===== src/rtl/sram22_req_ctrl.sv =====
// sram22_req_ctrl: request front-end for an SRAM22 single-port macro.
// Turns a valid/ready request stream into per-cycle macro commands. It also
// catches the macro's one-cycle-late read data in a small response FIFO, so
// consumers can stall even though the macro cannot.
module sram22_req_ctrl #(
    parameter int DATA_WIDTH  = 32,
    parameter int ADDR_WIDTH  = 11,
    parameter int WMASK_WIDTH = 4,
    parameter int RESP_DEPTH  = 2
) (
    input  logic                   clk,
    input  logic                   rstb,
    input  logic                   req_valid,
    output logic                   req_ready,
    input  logic                   req_we,
    input  logic [WMASK_WIDTH-1:0] req_wmask,
    input  logic [ADDR_WIDTH-1:0]  req_addr,
    input  logic [DATA_WIDTH-1:0]  req_din,
    output logic                   resp_valid,
    input  logic                   resp_ready,
    output logic [DATA_WIDTH-1:0]  resp_data,
    output logic                   sram_we,
    output logic [WMASK_WIDTH-1:0] sram_wmask,
    output logic [ADDR_WIDTH-1:0]  sram_addr,
    output logic [DATA_WIDTH-1:0]  sram_din,
    input  logic [DATA_WIDTH-1:0]  sram_dout,
    output logic                   idle
);

    // Pointer width stays at least one bit so a single-entry FIFO still elaborates.
    localparam int PTR_W = (RESP_DEPTH > 1) ? $clog2(RESP_DEPTH) : 1;
    // The counter must hold occupancy plus the pending read (up to RESP_DEPTH + 1).
    localparam int CNT_W = $clog2(RESP_DEPTH + 2);

    logic [DATA_WIDTH-1:0] fifo_mem [RESP_DEPTH];
    logic [PTR_W-1:0]      wr_ptr;
    logic [PTR_W-1:0]      rd_ptr;
    logic [CNT_W-1:0]      occ;
    logic                  rd_pend;
    logic                  fire;
    logic                  rd_fire;
    logic                  push;
    logic                  pop;

    // Advance a FIFO pointer and wrap it back to zero after the last entry.
    function automatic logic [PTR_W-1:0] ptr_next(input logic [PTR_W-1:0] p);
        return (p == PTR_W'(RESP_DEPTH - 1)) ? '0 : p + 1'b1;
    endfunction

    // Credit check. Each read fired and not yet popped holds one FIFO slot,
    // whether it sits in the FIFO or is still in the macro's pipeline.
    // req_ready uses registered state only, so it never depends on the payload.
    assign req_ready = (occ + CNT_W'(rd_pend)) < CNT_W'(RESP_DEPTH);

    assign fire    = req_valid & req_ready;
    assign rd_fire = fire & ~req_we;

    // The macro samples these on the same edge the request fires. When the
    // controller is not firing, the macro does a harmless read that is never captured.
    assign sram_addr  = req_addr;
    assign sram_din   = req_din;
    assign sram_we    = fire & req_we;
    assign sram_wmask = (fire & req_we) ? req_wmask : '0;

    // Macro dout is valid exactly one edge after a read fired.
    assign push = rd_pend;
    assign pop  = resp_valid & resp_ready;

    assign resp_valid = (occ != '0);
    assign resp_data  = fifo_mem[rd_ptr];
    assign idle       = (occ == '0) & ~rd_pend;

    // Remember that a read fired, so its data is caught on the next edge.
    always_ff @(posedge clk or negedge rstb) begin
        if (!rstb) begin
            rd_pend <= 1'b0;
        end else begin
            rd_pend <= rd_fire;
        end
    end

    // Response storage. It is cleared on reset so resp_data reads zero while empty.
    always_ff @(posedge clk or negedge rstb) begin
        if (!rstb) begin
            for (int i = 0; i < RESP_DEPTH; i++) begin
                fifo_mem[i] <= '0;
            end
        end else if (push) begin
            fifo_mem[wr_ptr] <= sram_dout;
        end
    end

    // Pointer and occupancy bookkeeping. A push and a pop on the same edge
    // leave the occupancy unchanged.
    always_ff @(posedge clk or negedge rstb) begin
        if (!rstb) begin
            wr_ptr <= '0;
            rd_ptr <= '0;
            occ    <= '0;
        end else begin
            if (push) begin
                wr_ptr <= ptr_next(wr_ptr);
            end
            if (pop) begin
                rd_ptr <= ptr_next(rd_ptr);
            end
            case ({push, pop})
                2'b10:   occ <= occ + 1'b1;
                2'b01:   occ <= occ - 1'b1;
                default: occ <= occ;
            endcase
        end
    end

endmodule


===== config.mk =====
export PLATFORM = sky130hd
export DESIGN_NAME = sram22_req_ctrl
export DESIGN_NICKNAME = d
export VERILOG_FILES = /design/src/rtl/sram22_req_ctrl.sv
export SDC_FILE = /design/constraint.sdc
export NUM_CORES = 1
export LEC_CHECK = 0
export ABC_AREA = 0
export BUFFER_PORTS_ARGS = -buffer_cell sky130_fd_sc_hd__buf_2
export CAP_MARGIN = 20
export CORE_MARGIN = 3
export CORE_UTILIZATION = 50
export CTS_CLUSTER_DIAMETER = 30
export CTS_CLUSTER_SIZE = 14
export DETAILED_ROUTE_END_ITERATION = 16
export PLACE_DENSITY_LB_ADDON = 0.1
export SLEW_MARGIN = 20
export SYNTH_ARGS = -nofsm -noshare
export SYNTH_HDL_FRONTEND = slang
export SYNTH_SLANG_ARGS = --single-unit
export TNS_END_PERCENT = 10

===== constraint.sdc =====
create_clock -name clk -period 3.39 [get_ports clk]
set_input_delay 0.678 -clock clk [delete_from_list [all_inputs] [get_ports clk]]
set_output_delay 0.678 -clock clk [all_outputs]
set_load 0.02 [all_outputs]

# Word level (Yosys, flattened, before mapping)
# Index checks and enable logic that the tools add are counted.
# Widths: inputs -> output; s select.
dict set report op_classes {
  n_addsub 5
  mul 0
  div_mod_pow 0
  n_lt_le_gt_ge 4
  eq_ne 2
  shift 0
  mux 10
  n_bitwise 9
  reduce_logical 4
}
# operator count
set op_table {}
lappend op_table {{$mux 32} 4}
lappend op_table {{$bwmux 64} 1}
lappend op_table {{$demux 32 s1} 1}
lappend op_table {{$and 1x1->1} 5}
lappend op_table {{$ge 2x2->1 const B} 2}
lappend op_table {{$mux 4} 1}
lappend op_table {{$not 1->2} 2}
lappend op_table {{$pmux 2 s2} 1}
lappend op_table {{$reduce_bool 2->1} 2}
lappend op_table {{$add 1x1->1 const B} 2}
lappend op_table {{$add 2x1->2} 1}
lappend op_table {{$add 2x1->2 const B} 1}
lappend op_table {{$eq 2x1->1 const B} 1}
lappend op_table {{$eq 2x2->1 const B} 1}
lappend op_table {{$logic_not 2->1} 1}
lappend op_table {{$lt 2x1->1 const B} 1}
lappend op_table {{$lt 2x2->1 const B} 1}
lappend op_table {{$mux 1} 2}
lappend op_table {{$not 1->1} 2}
lappend op_table {{$sub 2x1->2 const B} 1}
lappend op_table {{$logic_and 1x1->1} 1}
dict set report word_totals {
  register_bits 69
  latch_bits 0
  ramBits 0
  rom_bits 0
  out_inout_bits 83
  word_cells 40
  mem_count 0
}

# Depth between registers and ports, before layout
dict set report depth {
  ltp_word 6
  mapped_depth 6
  ltp_nobuf 6
}

# Least setup slack after synthesis
# OpenSTA, ideal clock, no wires.
dict set report synth_path {
  kind {register to output}
  startpoint {reg occ[0]}
  endpoint {out sram_wmask[0]}
  t_arrival_ns 1.366
  required_ns 2.712
  path_slack_ns 1.346
  path_stages_with_launch 4
  n_path_buf 0
  cell_sequence {dfrtp_1 -> nand2_1 -> xor2_1 -> and4_1}
}
dict set report synth_between {
  elab_chain_cells 5
}
# element line_no
set synth_lines {}
lappend synth_lines {{from (decl)} 38} ;# logic [CNT_W-1:0] occ;
lappend synth_lines {{from (signal assigned)} 108} ;# 2'b10: occ <= occ + 1'b1;
lappend synth_lines {{from (signal assigned)} 109} ;# 2'b01: occ <= occ - 1'b1;
lappend synth_lines {{$add 2x1->2} 53} ;# assign req_ready = (occ + CNT_W'(rd_pend)) < CNT_W'(RESP_DEPTH);
lappend synth_lines {{$lt 2x2->1} 53}
lappend synth_lines {{via req_ready} 14} ;# output logic req_ready,
lappend synth_lines {{$and 1x1->1} 55} ;# assign fire = req_valid & req_ready;
lappend synth_lines {{$and 1x1->1} 63} ;# assign sram_wmask = (fire & req_we) ? req_wmask : '0;
lappend synth_lines {{$mux 4} 63}
lappend synth_lines {{to (decl)} 23} ;# output logic [WMASK_WIDTH-1:0] sram_wmask,
# The timed path passes the listed nets, and every way through them passes these cells.

# Worst setup path after layout
dict set report layout_path {
  startpoint {reg rd_ptr}
  endpoint {out resp_data[20]}
}
dict set report layout_between {
  elab_chain_cells 4
}
# element line_no
set layout_lines {}
lappend layout_lines {{from (decl)} 37} ;# logic [PTR_W-1:0] rd_ptr;
lappend layout_lines {{from (signal assigned)} 105} ;# rd_ptr <= ptr_next(rd_ptr);
lappend layout_lines {{$not 1->2 (implied by the code)} 70} ;# assign resp_data = fifo_mem[rd_ptr];
lappend layout_lines {{$mux 32 (implied by the code) (3 in series)} 70}
lappend layout_lines {{to (decl)} 21} ;# output logic [DATA_WIDTH-1:0] resp_data,
# Every way passes these cells. The select of a mux whose other input is x is not followed.

==> out/metrics.yaml <==
status: "complete, no violations"
syn_area_um2: 3361
worst-endpoint-arrival_ns: 1.72
post_synth.cell_area_avg_um2: 14.06
boundaryPins: 167
global_route.usage.total: 0.1682
finalCriticalPeriod_ns: 2.402
routed_wirelength_um: 6250
rows: 29
final_min_period_over_clock_period: 0.7084
post_synth_num_cell_types: 20
core_area_um2: 6422
cp_cell_sequence: "buf_12 > mux2_2 > buf_2"
fin_tns_setup_ns: 0
worst-endpoint-required_ns: 2.71
drt_drc_violations_left: 0
critical_path.max_fanout: 25
clock-skew-final_ns: 0.006967
grt_max_degree: 39
mappedNetlistNets: 324
cp_slowest_cell: "sky130_fd_sc_hd__dfrtp_1"
tritoncts: "done"
area_growth_pct: 9.792
maxCapViolations: 0
synth.ff_latch_count: 69
first_global_vias: 1900
setup_repair_after_global_routing_missed_its_margin: "no"
final_net_count: 365
cts_setup_buffers: 0
port_buffers: 80
fmaxAchievable_ghz: 0.4164
cts.htree.levels: 3
drt_first_iter_violations: 57
pwr_density_cell_nw_per_um2: 1052
detailroute.via_count: 1892
worst_hold_path_type: "in2async"
clk_root_buffer_cell: "sky130_fd_sc_hd__clkbuf_8"
vias_per_instance: 5.256
worstSetupEndpointType: "primary output"
start_util: 0.5233
fin_worst_hold_slack_ns: 0.4033
grt-ovfl-total: 0
yosys.area_share.simple: 0.02643
post_route_cells_drive_above_1_share: 0.6749
clk_transition_reported_paths_ns: 0.07
hold_violations: 0
timing_worst_slew_pin_value_ns: 0.9415
die_area_um2: 7741
yosys.area_share.adder: 0.003723
maxSlewHeadroom: 0.3708
main_combinational_cell_family_by_area_after_synthesis: "multiplexers"
power.static_leakage_nw: 1.719
ys_warn_count: 0
layout.cell_area.non_filler_um2: 3690
compound_cell_area_share_of_the_yosys_netlist: 0
cts.sinks: 69
grt_first_pass_wirelength_um: 9687
layout_common_cells: "94 x sky130_fd_sc_hd__mux2_2, 80 x sky130_fd_sc_hd__buf_2, 69 x sky130_fd_sc_hd__dfrtp_1"
die_width_um: 87.99
gpl.final_weighted_congestion: 0.7195
clock_insertion_delay_at_the_later_pin_of_the_skew_report_ns: 0.33
post_cts_resized: 0
die_h_um: 87.99
synth_xor_xnor_area_share: 0.01564
ant_nets: 0
finalSetupViolCount: 0
postCtsHoldBufs: 0
antenna_cells: 0
clock_path_buffers: 2
vdd_ir_drop_max_uv: 399.8
final_core_util: 0.5745
criticalPathCategory: "reg2out"
postPlaceCellArea_um2: 3510
commonest_non_fill_non_tap_cell_in_the_layout: "sky130_fd_sc_hd__mux2_2"
initial_antenna_violation_count: 0
synth.area.mux_share: 0.3217
drv_slew: 0
cp-start-kind: "flip-flop"
drt_first_pass_iters: 3
post_synthesis_cells: 239
ys_seq_area_frac: 0.5138
critical_path.max_stage_delay_ns: 0.61
routed_wire_length_per_instance_um: 17.36
numCtsBuffers: 9
hpwlAfterDp_um: 4534
[routing by layer]
metal  vias to the layer above  part of all wire  global-route usage
li1                        864                 -                   -
met1                       933              0.40              0.2030
met2                        69              0.51              0.2692
met3                        26             0.069             0.03857
met4                         0             0.029              0.1102
met5                         -                 0                   0
[where the power goes]
group / internal, mW / leakage, nW / total, mW / switching [mW]
clock: 0.351 / 0.0923 / 0.628 / 0.276
combinational: 0.904 / 0.810 / 1.78 / 0.876
sequential: 1.24 / 0.816 / 1.47 / 0.230
total: 2.50 / 1.72 / 3.88 / 1.38
[worst max-delay path: cells and delay by family, from the launching register on]
kind,cells,cell delay (ns)
flip-flops,1,0.61
buffers and inverters,2,0.41
multiplexers,1,0.36
[cell type report]
class,instances,area [um^2]
multi-input cells,116,1235
well taps,77,96.34
clock buffers,12,145.1
clock inverters,2,35.03
inverters,1,3.754
repair buffers,83,447.9
fillers,539,2733
flip-flops and latches,69,1727
[registers in the layout, summed over array words and instances (netlist names)]
signal    flops
fifo_mem     64
occ           2
push          1
rd_ptr        1
wr_ptr        1
[cells by family after synthesis]
family,Yosys count
flops,69
xor+xnor,6
simple gates,13
mux,96
buf+inv,54
fa+ha+maj,1
[Yosys cell counts, drive strengths merged]
master | count | area [um^2]
and3b | 1 | 8.760
xor2 | 4 | 35.03
clkbuf | 3 | 31.28
mux2 | 96 | 1081
nor2 | 3 | 18.77
ha | 1 | 12.51
xnor2 | 2 | 17.52
and4 | 4 | 35.03
buf | 50 | 364.1
and3 | 1 | 6.260
dfrtp | 69 | 1727
nand2 | 2 | 7.510
or2 | 1 | 6.260
inv | 1 | 3.750
and2 | 1 | 6.260
[metrics by stage]
| stage | cells | setup slack (ns) | total power, mW |
|---|---|---|---|
| floorplan | 239 | 1.346 | 2.852 |
| global placement | 346 | 1.346 | 3.270 |
| detailed placement | 346 | 1.321 | 3.294 |
| CTS | 360 | 0.9439 | 3.936 |
| global route | 360 | 0.8937 | 4.133 |
| finish | 360 | 0.9884 | 3.880 |
[worst paths after layout]
| kind | cells past startpoint | slack (ns) | end | startpoint |
|---|---|---|---|---|
| max in group asynchronous | 2 | 2.33 | occ[1]$_DFFE_PN0P_ | rstb |
| worst max-delay path | 3 | 0.99 | resp_data[20] | rd_ptr$_DFFE_PN0P_ |
| min in group clk | 1 | 0.49 | fifo_mem[37]$_DFFE_PN0P_ | fifo_mem[37]$_DFFE_PN0P_ |
| worst min register to register | 1 | 0.49 | fifo_mem[37]$_DFFE_PN0P_ | fifo_mem[37]$_DFFE_PN0P_ |
| worst max register to register | 3 | 1.53 | fifo_mem[17]$_DFFE_PN0P_ | push$_DFF_PN0_ |
| worst min-delay path | 1 | 0.40 | fifo_mem[16]$_DFFE_PN0P_ | rstb |
Note: power is estimated with default switching activity, not from simulation.
